File: src/rtl/slow_edge_logger_pkg.sv
// Shared types for the slow-counter event logger: event kinds, entry layout, saturating add.
package slow_edge_logger_pkg;

  localparam int TS_W_DEF  = 16;
  localparam int CNT_W_DEF = 4;

  typedef enum logic [1:0] {
    EV_NONE = 2'd0,
    EV_RISE = 2'd1,
    EV_FALL = 2'd2,
    EV_SEC  = 2'd3
  } event_kind_e;

  typedef struct packed {
    event_kind_e            kind;
    logic [TS_W_DEF-1:0]    ts;
    logic [CNT_W_DEF-1:0]   count;
  } log_entry_t;

  function automatic logic [7:0] sat_add8(input logic [7:0] a, input logic [1:0] b);
    logic [8:0] s;
    s = {1'b0, a} + {7'b0, b};
    return s[8] ? 8'hFF : s[7:0];
  endfunction

endpackage

File: src/rtl/logger_fifo.sv
// Synchronous show-ahead FIFO; head data is 0 while empty.
// A push into a full FIFO is accepted only when a pop happens in the same cycle.
module logger_fifo
  import slow_edge_logger_pkg::*;
#(
  parameter  int W     = 22,
  parameter  int DEPTH = 8,
  localparam int AW    = $clog2(DEPTH),
  localparam int LW    = AW + 1
) (
  input  logic          clk,
  input  logic          rst,
  input  logic          push,
  input  logic          pop,
  input  logic [W-1:0]  wr_dat,
  output logic [W-1:0]  rd_dat,
  output logic          full,
  output logic          empty,
  output logic [LW-1:0] level
);

  logic [W-1:0]  r_mem [DEPTH];
  logic [AW-1:0] r_wr_ptr;
  logic [AW-1:0] r_rd_ptr;
  logic [LW-1:0] r_level;
  logic          w_do_push;
  logic          w_do_pop;

  assign full      = (r_level == LW'(DEPTH));
  assign empty     = (r_level == '0);
  assign level     = r_level;
  assign w_do_pop  = pop & ~empty;
  assign w_do_push = push & (~full | w_do_pop);
  assign rd_dat    = empty ? '0 : r_mem[r_rd_ptr];

  always_ff @(posedge clk) begin
    if (rst) begin
      r_wr_ptr <= '0;
      r_rd_ptr <= '0;
      r_level  <= '0;
    end else begin
      if (w_do_push) r_wr_ptr <= r_wr_ptr + AW'(1);
      if (w_do_pop)  r_rd_ptr <= r_rd_ptr + AW'(1);
      r_level <= r_level + LW'(w_do_push) - LW'(w_do_pop);
    end
  end

  always_ff @(posedge clk) begin
    if (!rst && w_do_push) r_mem[r_wr_ptr] <= wr_dat;
  end

endmodule

File: src/rtl/slow_edge_logger.sv
// Timestamps slow_in edges and sec_in rises into a show-ahead FIFO drained by valid/ready.
// Optional DROP_COUNT_EN adds a saturating lost-event counter alongside the sticky overflow.
module slow_edge_logger
  import slow_edge_logger_pkg::*;
#(
  parameter  int SLOW_DEPTH = CNT_W_DEF,
  parameter  int TS_WIDTH   = TS_W_DEF,
  parameter  int FIFO_DEPTH = 8,
  localparam int LW         = $clog2(FIFO_DEPTH) + 1,
  localparam int EW         = 2 + TS_WIDTH + SLOW_DEPTH
) (
  input  logic                  clk,
  input  logic                  rst,
  input  logic                  slow_in,
  input  logic [SLOW_DEPTH-1:0] count_in,
  input  logic                  sec_in,
  output logic                  out_valid,
  input  logic                  out_ready,
  output logic [1:0]            out_kind,
  output logic [TS_WIDTH-1:0]   out_ts,
  output logic [SLOW_DEPTH-1:0] out_count,
  output logic [LW-1:0]         fifo_level,
  output logic                  overflow
`ifdef DROP_COUNT_EN
  ,
  output logic [7:0]            drop_count
`endif
);

  logic [TS_WIDTH-1:0] r_ts;
  logic                r_primed;
  logic                r_slow_prev;
  logic                r_sec_prev;
  logic                r_overflow;
  event_kind_e         w_kind;
  logic                w_slow_edge;
  logic                w_sec_edge;
  logic                w_collision;
  logic                w_push;
  logic                w_pop;
  logic                w_full;
  logic                w_empty;
  logic                w_drop;
  logic [EW-1:0]       w_wr_dat;
  logic [EW-1:0]       w_rd_dat;

  assign w_slow_edge = r_primed & (slow_in ^ r_slow_prev);
  assign w_sec_edge  = r_primed & sec_in & ~r_sec_prev;
  assign w_collision = w_slow_edge & w_sec_edge;

  always_comb begin
    w_kind = EV_NONE;
    if (w_slow_edge)     w_kind = slow_in ? EV_RISE : EV_FALL;
    else if (w_sec_edge) w_kind = EV_SEC;
  end

  assign w_push   = (w_kind != EV_NONE);
  assign w_pop    = out_valid & out_ready;
  assign w_drop   = w_push & w_full & ~w_pop;
  assign w_wr_dat = {w_kind, r_ts, count_in};

  always_ff @(posedge clk) begin
    if (rst) begin
      r_ts        <= '0;
      r_primed    <= 1'b0;
      r_slow_prev <= 1'b0;
      r_sec_prev  <= 1'b0;
      r_overflow  <= 1'b0;
    end else begin
      r_ts        <= r_ts + TS_WIDTH'(1);
      r_primed    <= 1'b1;
      r_slow_prev <= slow_in;
      r_sec_prev  <= sec_in;
      r_overflow  <= r_overflow | w_collision | w_drop;
    end
  end

`ifdef DROP_COUNT_EN
  logic [7:0] r_drop_count;

  // A single cycle can lose two events: the colliding SEC and a dropped edge.
  always_ff @(posedge clk) begin
    if (rst) r_drop_count <= '0;
    else     r_drop_count <= sat_add8(r_drop_count, {1'b0, w_collision} + {1'b0, w_drop});
  end

  assign drop_count = r_drop_count;
`endif

  logger_fifo #(
    .W     (EW),
    .DEPTH (FIFO_DEPTH)
  ) u_fifo (
    .clk    (clk),
    .rst    (rst),
    .push   (w_push),
    .pop    (w_pop),
    .wr_dat (w_wr_dat),
    .rd_dat (w_rd_dat),
    .full   (w_full),
    .empty  (w_empty),
    .level  (fifo_level)
  );

  assign out_valid = ~w_empty;
  assign out_kind  = w_rd_dat[EW-1 -: 2];
  assign out_ts    = w_rd_dat[SLOW_DEPTH +: TS_WIDTH];
  assign out_count = w_rd_dat[SLOW_DEPTH-1:0];
  assign overflow  = r_overflow;

endmodule

File: config.mk
export PLATFORM = sky130hd
export DESIGN_NAME = slow_edge_logger
export DESIGN_NICKNAME = d
export VERILOG_FILES = /design/src/rtl/slow_edge_logger_pkg.sv /design/src/rtl/logger_fifo.sv /design/src/rtl/slow_edge_logger.sv
export SDC_FILE = /design/constraint.sdc
export NUM_CORES = 1
export LEC_CHECK = 0
export CORE_MARGIN = 3
export CORE_UTILIZATION = 42
export CTS_CLUSTER_DIAMETER = 60
export DETAILED_ROUTE_END_ITERATION = 12
export PLACE_DENSITY = 0.7
export SLEW_MARGIN = 20
export SYNTH_ARGS = -nofsm -noshare
export SYNTH_HDL_FRONTEND = slang
export SYNTH_SLANG_ARGS = --single-unit
File: constraint.sdc
create_clock -name clk -period 4.55 [get_ports clk]
set_input_delay 0.91 -clock clk [delete_from_list [all_inputs] [get_ports clk]]
set_output_delay 0.91 -clock clk [all_outputs]
set_load 0.03 [all_outputs]
Word level (Yosys, flattened, before mapping)
Memories as Yosys holds them, arrays and structs flattened. A register that Yosys moved wholly into a read port is not among the register bits. Index checks and enable logic that the tools add are counted.

Register bits: 30. RAM bits: 176. Input bits: 9. Word-level logic and storage cells: 45. Memories: 1.

Add/subtract/negate cells: 5. Equality and inequality tests: 1. Muxes and demuxes: 9. Bitwise logic cells: 17. Reductions and logical operators: 4.

Memory list: u_fifo.r_mem (words 8, width 22, rd ports 1, clocked after memory_dff 1, write ports 1, RTL line logger_fifo.sv:22) `logic [W-1:0] r_mem [DEPTH];`.

Operator list (number): $mux W22 (1); $add A16 B1 Y16 const B (1); $and A1 B1 Y1 (9); $add A3 B1 Y3 const B (2); $mux W2 (3); $mux W3 (2); $add A4 B1 Y4 (1); $eq A4 B4 Y1 const B (1); $logic_not A4 Y1 (1); $not A1 Y1 (4); $sub A4 B1 Y4 (1); $mux W1 (3); $or A1 B1 Y1 (3); $reduce_bool A2 Y1 (1); $logic_and A1 B1 Y1 (1); $logic_not A1 Y1 (1); $xor A1 B1 Y1 (1).

Depth between registers and ports, before layout
Gate-level depths: netlist of run 1.

Depth in word-level cells: 9. Depth in mapped cells: 14. Gate-level depth less buffers: 12.

By module
A second synthesis of run 1 with hierarchy kept.

Cell total of the unflattened synthesis: 438. Area total of the unflattened synthesis: 8150.3 um2.

Modules (own cells, without submodules): logger_fifo (instances 1, cells each 339, area each 7279.5 um2); slow_edge_logger (instances 1, cells each 99, area each 870.8 um2).

Least setup slack after synthesis of run 1
No wires, ideal clock.

Kind: input -> register. Start: input port sec_in. End: memory u_fifo.r_mem[5][0] (enable). Arrival time: 3.246 ns. Path slack: 0.871 ns. Cell stages on the path: 5. Buffers on the path: 1. Cell sequence: nor2b_1 -> o221a_2 -> buf_6 -> nand3_2 -> nor3b_1.

Longest elaborated chain between the ends: 9.

Ends and longest elaborated chain: start: declaration (RTL line slow_edge_logger.sv:16) `input logic sec_in,`; $and A1 B1 Y1 (2 in series) (RTL line slow_edge_logger.sv:48) `assign w_sec_edge = r_primed & sec_in & ~r_sec_prev;`; $mux W2 (RTL line slow_edge_logger.sv:54) `else if (w_sec_edge) w_kind = EV_SEC;`; $mux W2 (RTL line slow_edge_logger.sv:53) `if (w_slow_edge) w_kind = slow_in ? EV_RISE : EV_FALL;`; $reduce_bool A2 Y1 (RTL line slow_edge_logger.sv:57) `assign w_push = (w_kind != EV_NONE);`; $and A1 B1 Y1 (RTL line logger_fifo.sv:33) `assign w_do_push = push & (~full | w_do_pop);`; $logic_and A1 B1 Y1 (RTL line logger_fifo.sv:49) `if (!rst && w_do_push) r_mem[r_wr_ptr] <= wr_dat;`; $mux W1 (RTL line logger_fifo.sv:49); $mux W1 (implied by the code) (RTL line logger_fifo.sv:49); end: declaration (RTL line logger_fifo.sv:22).

Every way passes these cells.

==> impl_summary.md, run 1 <==
Synthesis
After synthesis, the share of flip-flops with an asynchronous set or reset is 0%. The number of enable flip-flop cells after synthesis is 176. Sorting the synthesized cells by area gives the leading types as sky130_fd_sc_hd__edfxtp_1 63%, sky130_fd_sc_hd__mux4_1 11%, sky130_fd_sc_hd__dfxtp_1 7.9%. The synthesized instance count is 448. The synthesized area per cell is 18.7 sq um. Synthesis inferred 209 register bits. The number of library cell types mapped by synthesis is 41. The Yosys step of the flow raised 0 warnings. The share of the Yosys chip area taken by registers is 71.1%. The fraction of synthesized cell area taken by the top area cell type is 63.2%.

The synthesized netlist net count is 467. The area of the mapped netlist is 8360 sq um. The most used flip-flop cell after synthesis is sky130_fd_sc_hd__edfxtp_1. The synthesized design spends more area on one cell type than any other, namely sky130_fd_sc_hd__edfxtp_1.

Pwr
The cell area power density is 530 nW/um^2. The net load switching power is 1.46 mW. Sequential cells account for 42.3% of the total power.

The static power due to leakage is 3.17 nW. VDD sags by at most 0.000248 V. The switching fraction of total power is 28.3%. The final total power is 5.14 mW. The internal portion of total power is 3.68 mW.

Combinational logic burns 26.5% of the power. The clock network fraction of total power is 31.2%.

Placed design
Detailed placement ended at an HPWL of 9.07 mm. During placement, the flow inserted port buffers numbering 36. After detailed placement, the total cell area comes to 9060 sq um.

The placer's final routability congestion estimate is 0.735.

Detailed routing
The final route contains 4062 vias. The uppermost layer routed is met4. The final routed wire length divided by cell count is 19.9 microns. The sum of routed wire segments on met1 is 6.76 mm. In this run, the number of DRC markers left after iteration 0 of detailed routing was 257. In the routed design, unresolved DRC markers number 0. The remaining antenna violation count after routing is 0. In the detailed route, the total length drawn on met3 is 668 microns. The first-pass iteration count of the detailed router is 4. After detailed routing, the number of vias per cell comes to 5.24.

Wires add up to 15.5 mm. Wire segments on met2 add up to 7.79 mm in the final route.

Final layout
The post-route netlist has 14.0% of its cells at a drive strength greater than 1. The most frequent standard cell in the layout excluding fill and tap cells is sky130_fd_sc_hd__edfxtp_1. For this run, the share of the core covered by cells in the final layout is 50.7%.

The area growth from synthesis to layout is 16.1%. The net count of the finished layout is 519. After filler insertion, the fill cell instance count of the layout stands at 1543. Once layout is done, the placed cells without fillers occupy 9710 sq um. The antenna diode count is 0. The library cells used most frequently in the layout, excluding fill and tap cells, are 176 x sky130_fd_sc_hd__edfxtp_1, 43 x sky130_fd_sc_hd__nor2_1, 36 x sky130_fd_sc_hd__clkdlybuf4s50_1.

Clock tree
The number of hold-repair buffers added at the cts stage is 0. In this run, post-CTS repair resized a total of 0 instances. After clock tree synthesis, the clock-pin slew on the worst setup and hold paths is 0.06 ns. The worst-skew pair later-pin latency is 0.49 ns. The maximum count of clock buffers along a single path is 3. The H-tree depth is 1. The CTS tree is done.

The cell sitting at the root of the clock tree is a sky130_fd_sc_hd__clkbuf_16. After clock tree synthesis, the setup repair step added 0 buffers. The clock net sink count is 209.

Counting the buffers created by CTS gives 21.

Die
The standard-cell row count is 50. The width of the die is 147 microns. The vertical extent of the die is 147 microns. The die covers 21600 sq um. The number of top-level design ports is 37. The floorplan step defined a core boundary enclosing 19100 sq um. Once the floorplan was initialized, standard cells occupied 43.7% of the core.

Global route
The first-pass GRT wire length is 24.7 mm. Global routing finished with a remaining overflow of 0. For this run, the total global-route usage over all layers was measured as 14.6%.

The number of antenna violations at the first check in global routing was 0. The number of global-route vias before repair is 4303. The maximum number of pins on one net before global-route repair is 45.

STA
The maximum clock frequency is 275 MHz. The worst pin sits at a relative slew slack of 29.5%. The max-slew violation count is 0. Summed over all failing endpoints, the final setup total negative slack is 0 ns.

The worst setup skew after layout is 0.0134 ns. The hold violation count in the final report is 0. Setup repair after global routing left no endpoint under its margin. Setup violations remaining at the end of the flow were counted as 0. The worst path uses 80.0% of the clock period. The time the worst path needs with I/O delays and setup is 3.64 ns. At the pin with the least slew margin, the transition time is 1.06 ns.

Critical path
The endpoint kind of the worst setup timing path is an output pin. In this run the critical register-to-register path is launched from u_fifo.level[2]. Data on the critical path is required at its endpoint by 3.64 ns. The biggest fanout along the worst timing path is 14. The type of element launching the critical path is a register. The startpoint-to-endpoint class of the critical path is register to output pin.

At the worst endpoint, the arrival time is 2.73 ns. The reg2reg setup slack is 1.86 ns.

Min path
The classification of the worst-slack hold path is register to register. The startpoint identified for the worst hold timing path is u_fifo.r_rd_ptr[2].

Outcome
The run finished with clean final reports.

Job
The count of maximum capacitance violations is 0.
-- layout make-up --
class | instances | area, sq um | share of cell area (%)
clock buffer | 30 | 612 | 6.30
clock inverter | 8 | 40.0 | 0.412
inverter | 12 | 45.0 | 0.464
multi-input combinational | 205 | 2240 | 23.1
sequential | 209 | 5950 | 61.2
tap | 260 | 325 | 3.35
timing repair buffer | 51 | 498 | 5.13
-- synthesized netlist by cell type (5+ instances only) --
cell and instances:
sky130_fd_sc_hd__a21oi_1 6, sky130_fd_sc_hd__buf_2 8, sky130_fd_sc_hd__buf_6 5, sky130_fd_sc_hd__clkbuf_1 6, sky130_fd_sc_hd__dfxtp_1 33, sky130_fd_sc_hd__edfxtp_1 176, sky130_fd_sc_hd__ha_1 9, sky130_fd_sc_hd__inv_1 11
sky130_fd_sc_hd__mux2i_1 24, sky130_fd_sc_hd__mux4_1 35, sky130_fd_sc_hd__mux4_2 9, sky130_fd_sc_hd__nand2_1 7, sky130_fd_sc_hd__nand3_1 5, sky130_fd_sc_hd__nor2_1 47, sky130_fd_sc_hd__nor2b_1 6, sky130_fd_sc_hd__nor3_1 6
sky130_fd_sc_hd__xnor2_1 12, sky130_fd_sc_hd__xor2_1 5
-- metal layers --
layer | track usage, % | vias up
li1 | - | 1873
met1 | 19.3 | 2095
met2 | 25.3 | 74
met3 | 2.93 | 20
met4 | 3.03 | 0
met5 | 0 | -
-- path summary, 6_finish.rpt --
check | end | cells after the start
max | out_ts[13] | 3
min | register | 2
max reg2reg | u_fifo.level[2] | 13
min reg2reg | register | 2
-- flip-flops by register name, indices dropped and copies added, names as in the netlist, named ones only --
register	count
r_ts	16
overflow	1
u_fifo.r_rd_ptr	3
u_fifo.r_wr_ptr	3
r_slow_prev	1
u_fifo.level	4
r_sec_prev	1
u_fifo.r_mem	176
r_primed	1
-- critical path: stages, from the launching register on --
cell and delay, ns:
sky130_fd_sc_hd__dfxtp_1 1.02, sky130_fd_sc_hd__mux2i_1 0.19, sky130_fd_sc_hd__nor2_1 0.29, sky130_fd_sc_hd__clkdlybuf4s50_1 0.74
-- logic make-up after synthesis --
group | Yosys count | share of synthesized area [%]
AO/OA/AOI/OAI | 15 | 1.08
XOR/XNOR | 17 | 1.78
adder cells (fa/ha/maj) | 11 | 1.71
buffers and inverters | 34 | 2.47
flip-flops | 209 | 71.1
multiplexers | 68 | 16.3
AND/OR/NAND/NOR | 94 | 5.59
-- metrics by stage --
stage / hold slack, ns / worst slack (ns) / instances
after floorplan: 0.472 / 0.871 / 448
after global placement: 0.493 / 1.36 / 737
after detailed placement: 0.497 / 1.27 / 737
after CTS: 0.507 / 0.839 / 775
after global routing: 0.552 / 0.755 / 775
final: 0.503 / 0.908 / 775
-- power by group through the flow --
stage          clock [mW]  sequential, mW  combinational (mW)
4_1_cts              1.64            2.18                1.40
2_1_floorplan           0            2.23               0.945
3_5_place_dp            0            2.22                1.39
5_1_grt              1.72            2.18                1.47
3_3_place_gp            0            2.21                1.36
6_report             1.60            2.18                1.36
No activity file was read; power rests on OpenSTA's default activity.
==> inputs of run 2 (changes only) <==
- clock period: 4.55 -> 3.6 ns (I/O delays scaled with it)
==> impl_summary.md, run 2 (synthesis results as in run 1) <==
Outcome
The flow ran to the end, and the final reports show no timing, DRC or antenna violations.

Critical path
The required time of the worst setup path is 2.88 ns. The endpoint identified for the worst register-to-register timing path is u_fifo.level[2]. The startpoint-to-endpoint class of the critical path is register to output pin. Of all nets on the critical path, the largest fanout is 23.

Traced cell by cell, the critical path runs through buf_12 > mux4_1 > mux2i_1 > nor2_1 > clkdlybuf4s50_1. The arrival time of the worst setup path is 2.69 ns. The last element of the critical path is out_ts[6]. For this run, the slowest stage of the critical path takes 0.60 ns. The worst register-to-register path begins at u_fifo.level[2].

The count of cells along the worst register-to-register path is 13. The slowest cell on the critical path is sky130_fd_sc_hd__clkdlybuf4s50_1. The worst setup path is launched from a register. For flop-to-flop paths, the worst setup slack is 0.98 ns. The endpoint kind of the worst setup timing path is an output pin.

Detailed routing
In this run the remaining antenna-violating nets after routing total 0. The average vias per placed instance is 5.25. The first TritonRoute pass finished after 4 iterations.

In this run, the number of DRC markers left after iteration 0 of detailed routing was 229. The total vias in the final route is 4071. The total DRC errors in the routed layout is 0.

The final layout contains routed wiring with a total length of 15.7 mm. After detailed routing, the average wire length per cell comes to 20.2 microns.

Clock tree
In this run, CTS created clock tree buffers numbering 21. The worst-skew pair later-pin latency is 0.49 ns. The clock-pin slew on the worst setup and hold paths is 0.06 ns.

The cell at the root of the clock tree is sky130_fd_sc_hd__clkbuf_16. The maximum count of clock buffers along a single path is 3. Buffers added to address setup during post-CTS repair amount to 0. TritonCTS built the clock tree. In this run the number of H-tree levels came out at 1.

Clock tree synthesis found a total of 209 sinks.

Pwr
The net load switching power is 1.82 mW. Internal power comes to 4.77 mW. The largest vdd supply drop is 0.000336 V. In this run the static leakage power is 3.20 nW. Sequential cells account for 42.1% of the total power. Dividing total power by cell area gives a power density of 675 nW/um^2. The switching fraction of total power is 27.6%.

The fraction of power consumed by combinational cells is 25.8%. The clock network is responsible for 32.1% of the overall power.

Final layout
The register with the most flip-flops in the layout has 176 of them. Ranked by flip-flop count, first place goes to u_fifo.r_mem. The area taken by flip-flops and latches is 5950 sq um. The library cells used most frequently in the layout, excluding fill and tap cells, are 176 x sky130_fd_sc_hd__edfxtp_1, 43 x sky130_fd_sc_hd__nor2_1, 36 x sky130_fd_sc_hd__clkdlybuf4s50_1. The net count of the finished layout is 521. Excluding fillers, the count of instances in the completed layout stands at 776.

The layout filler cell count is 1576. The library cell used most frequently in the layout, excluding fill and tap cells, is sky130_fd_sc_hd__edfxtp_1. The combined area of the multi-input logic cells is 2240 sq um. The antenna diode count is 0. After routing the design area is 9780 sq um. The area growth from synthesis to layout is 16.9%. Of the cells placed in the final design, the portion with a size suffix greater than 1 is 14.9%.

Global route
The total grt overflow is 0. The number of global-route vias before repair came to 4261. Entering global routing, the biggest net connects 45 pins. The number of antenna violations at the first check in global routing is 0. The first global-routing pass estimated 24.2 mm of wire. The global-route usage over all layers is 14.4%.

Die
The floorplan step set the die height to 147 microns. After floorplanning, the core was divided into 50 placement rows. The die covers 21600 sq um. The initial core utilization is 43.7%. The core region is 19100 sq um. The number of top-level design ports is 37. The die is 147 microns wide.

Min path
The startpoint of the tightest hold check path is u_fifo.r_rd_ptr[2]. The path class of the tightest hold or removal check is register to register.

STA
The time the worst path needs with I/O delays and setup is 3.41 ns. Setup total negative slack on the finished layout was measured at 0 ns. The final setup violation count is 0. The hold violation count in the final report is 0. Setup repair after global routing left no endpoint under its margin.

At the pin with the least slew margin, the transition time is 0.586 ns. The max-slew violation count is 0. Static timing analysis puts the maximum clock frequency at 293 MHz. The period utilization is 94.7%.

The max-slew headroom at the worst pin is 60.8%. In the post-route analysis, the smallest setup slack over all paths is 0.191 ns. Between clock sinks in the finished design, the worst skew comes to 0.00976 ns.

Job
The count of maximum capacitance violations is 0.

Placed design
The half-perimeter wire length after detailed placement is 8.85 mm. In this run the cell area measured after placement is 9080 sq um. The total instance count after detailed placement is 739. During placement, the flow inserted port buffers numbering 36. The placer's final routability congestion estimate is 0.706. The worst setup slack after placement is 0.469 ns.
run 2: power groups by stage:
| stage | Combinational [mW] | Clock (mW) | Sequential (mW) |
|---|---|---|---|
| final | 1.70 | 2.12 | 2.78 |
| after detailed placement | 1.73 | 0 | 2.83 |
| after floorplan | 1.19 | 0 | 2.82 |
| after global placement | 1.70 | 0 | 2.82 |
| after global routing | 1.82 | 2.27 | 2.79 |
| after CTS | 1.74 | 2.17 | 2.78 |
run 2: worst min path at each step:
stage                               to  slack, ns  cells after the start
detailed placement            register       0.49                      2
floorplan                     register       0.47                      2
CTS                 u_fifo.r_rd_ptr[2]       0.51                      2
global route                  register       0.58                      2
finish              u_fifo.r_rd_ptr[2]       0.51                      2
global placement    u_fifo.r_rd_ptr[2]       0.48                      2
run 2: layout make-up:
type / instances / area share [%]
sequential: 209 / 60.9
multi-input combinational: 205 / 22.9
clock buffer: 31 / 6.49
timing repair buffer: 53 / 5.38
tap: 260 / 3.33
clock inverter: 6 / 0.550
inverter: 12 / 0.461
run 2: critical path, delay by kind of cell, from the launching register on:
kind | cells | cell delay (ns)
buf+inv | 2 | 0.85
mux | 2 | 0.80
flops | 1 | 0.50
simple gates | 1 | 0.06
run 2: repair_timing:
| action | 4_1_cts | 5_1_grt |
|---|---|---|
| hold buffers | 0 | 0 |
| resized for setup | 0 | 1 |
| endpoints found under the setup margin | 0 | 11 |
run 2: per-layer routing:
layer  global-route usage (%)  vias to the layer above  share of wire, %
met5                        0                        -                 0
met4                     3.36                        0               1.8
met3                     2.87                       25               6.6
met2                     25.5                      118                51
met1                     18.4                     2051                41
li1                         -                     1877                 -
run 2: through the flow:
stage | hold WS [ns] | util [%] | power (mW)
floorplan | 0.472 | - | 4.01
global placement | 0.484 | 47.5 | 4.52
detailed placement | 0.489 | 47.5 | 4.56
CTS | 0.514 | 51.1 | 6.68
global route | 0.576 | 51.1 | 6.88
finish | 0.512 | 51.1 | 6.59
==> inputs of run 3 (changes only) <==
- PLACE_DENSITY: 0.7 -> 0.57
==> impl_summary.md, run 3 (synthesis results as in run 1) <==
Outcome
The flow ran to the end, and the final reports show no timing, DRC or antenna violations.

Global route
The first global-routing pass estimated 25.0 mm of wire. The maximum number of pins on one net before global-route repair is 45. The number of antenna violations at the first check in global routing was 0. The global-route usage over all layers is 14.8%. The number of global-route vias before repair is 4399.

After global routing the overflow that remains totals 0.

Clock tree
The number of clock buffers added by TritonCTS is 21. After clock tree synthesis, the flow added hold-fix buffers numbering 0. The quantity of gates resized following cts is 0. After clock tree synthesis, the clock-pin slew on the worst setup and hold paths is 0.06 ns. The worst-skew pair later-pin latency is 0.50 ns. TritonCTS built the clock tree.

In this run the post-CTS setup repair buffer count came out at 0. The clock net sink count is 209. The cell at the root of the clock tree is sky130_fd_sc_hd__clkbuf_16.

The clock passes through at most 3 buffers. The H-tree depth is 1.

STA
After routing, the total negative slack on setup checks comes to 0 ns. The hold violation count in the final report was 0. For the pin with the worst max-slew slack, the measured transition is 0.588 ns. Setup repair after global routing left no endpoint under its margin.

Hold is met by 0.498 ns. On the final layout, the worst clock skew is 0.00966 ns. The final critical path takes up 93.8% of the cycle. The final setup violation count is 0.

The routed design could run at a clock period as short as 3.38 ns. The max-slew violation count is 0. In this run the tightest slew margin relative to its limit is 60.7%. The maximum clock frequency is 296 MHz.

Critical path
The kind of cell adding the most delay to the critical path is buffers and inverters. Among all stages on the critical path, the largest delay is contributed by sky130_fd_sc_hd__dfxtp_2. The endpoint kind of the worst setup timing path is an output pin. Counting both buffers and inverters, the worst setup path holds a total of 2. The critical path is of the register to output pin type.

For the worst setup path, the data arrival time is 2.66 ns. Along the worst path, the maximum fanout reaches 18. STA classifies the critical path startpoint as a register.

The signal on the critical path passes through buf_4 > mux4_1 > mux2i_1 > nor2_1 > clkdlybuf4s50_1. The delay contributed by the slowest stage of the critical path is 0.63 ns. The required time of the worst setup path is 2.88 ns.

Pwr
The static power due to leakage is 3.17 nW. The largest vdd supply drop is 0.000568 V. The cell area power density is 657 nW/um^2.

Placed design
The total instance count after detailed placement is 745. At the end of routability-driven placement, the weighted congestion stood at 0.755. The placed instances occupy a cell area of 9110 sq um. The count of buffers added on input and output ports is 36. The half-perimeter wire length after detailed placement is 9.38 mm.

Min path
The classification of the worst-slack hold path is register to register.

Detailed routing
The total vias in the final route is 4067. The number of design-rule violations left by the first detailed-router iteration is 214. After detailed routing, the number of remaining DRC violations is 0. For this block, the routed nets add up to 15.6 mm of wire. The wire length on met2 is 7.55 mm.

The uppermost layer routed is met4. The count of nets left with antenna violations once routing finished came out at 0. In the final routed layout, each cell accounts on average for 20.0 microns.

After detailed routing, the wire length on met1 is 7.23 mm. The average vias per placed instance is 5.21. The pre-antenna-repair detailed-routing pass consisted of 4 iterations. Wire segments on met3 add up to 526 microns in the final route.

Final layout
The number of flip-flops under the largest register name is 176. The number of antenna diodes in the final layout is 0. The most frequent standard cell in the layout excluding fill and tap cells is sky130_fd_sc_hd__edfxtp_1. The post-layout instance area is 9700 sq um. The library cells used most frequently in the layout, excluding fill and tap cells, are 176 x sky130_fd_sc_hd__edfxtp_1, 43 x sky130_fd_sc_hd__nor2_1, 36 x sky130_fd_sc_hd__clkdlybuf4s50_1. The net count of the finished layout is 527.

The count of cells in the finished layout, fillers not included, comes to 781. The register with the most flip-flops in the final layout is u_fifo.r_mem. The layout has 1599 filler cells. The utilization of the core after routing is 50.6%. The area growth from synthesis to layout is 15.9%. The fraction of layout cells with a size suffix above 1 is 14.6%.

Die
The floorplan core area is 19100 sq um. The number of top-level design ports is 37. The vertical extent of the die is 147 microns. The initial utilization of the core area, before any placement, comes to 43.7%. The floorplan step defined a die boundary enclosing 21600 sq um. The standard-cell row count is 50. The die is 147 microns wide.

Job
The count of maximum capacitance violations is 0.
[run 3: worst paths after layout]
path                            cells past startpoint            endpoint  slack (ns)          startpoint
worst max-delay path                                5           out_ts[2]        0.22            register
worst min-delay path                                2  u_fifo.r_rd_ptr[2]        0.50  u_fifo.r_rd_ptr[2]
worst max register to register                     13     u_fifo.level[2]        0.97     u_fifo.level[2]
worst min register to register                      2  u_fifo.r_rd_ptr[2]        0.50  u_fifo.r_rd_ptr[2]
[run 3: worst min-delay path, stage by stage, from the launching register on]
cell and delay, ns:
sky130_fd_sc_hd__dfxtp_1 0.32, sky130_fd_sc_hd__xor2_1 0.07, sky130_fd_sc_hd__nor2_1 0.07
[run 3: routing by layer]
| metal | vias to the layer above | track usage, % |
|---|---|---|
| li1 | 1891 | - |
| met1 | 2083 | 20.0 |
| met2 | 69 | 25.3 |
| met3 | 24 | 2.38 |
| met4 | 0 | 3.68 |
| met5 | - | 0 |
[run 3: power breakdown]
part / switching (mW) / total, mW / internal [mW]
Combinational: 0.920 / 1.71 / 0.791
Sequential: 0.0720 / 2.77 / 2.69
Clock: 0.833 / 1.90 / 1.07
Total: 1.82 / 6.37 / 4.55
[run 3: layout make-up]
| cell class | instances | area, sq um | area share, % |
|---|---|---|---|
| sequential | 209 | 5950 | 61.3 |
| inverter | 12 | 45.0 | 0.465 |
| timing repair buffer | 59 | 546 | 5.63 |
| tap | 260 | 325 | 3.36 |
| clock inverter | 10 | 45.0 | 0.465 |
| multi-input combinational | 205 | 2240 | 23.1 |
| clock buffer | 26 | 544 | 5.61 |
[run 3: through the flow]
step	setup WS, ns	total power, mW
3_5_place_dp	0.637	4.56
4_1_cts	0.161	6.48
3_3_place_gp	0.675	4.54
5_1_grt	0.0479	6.68
2_1_floorplan	0.111	4.01
6_report	0.224	6.37
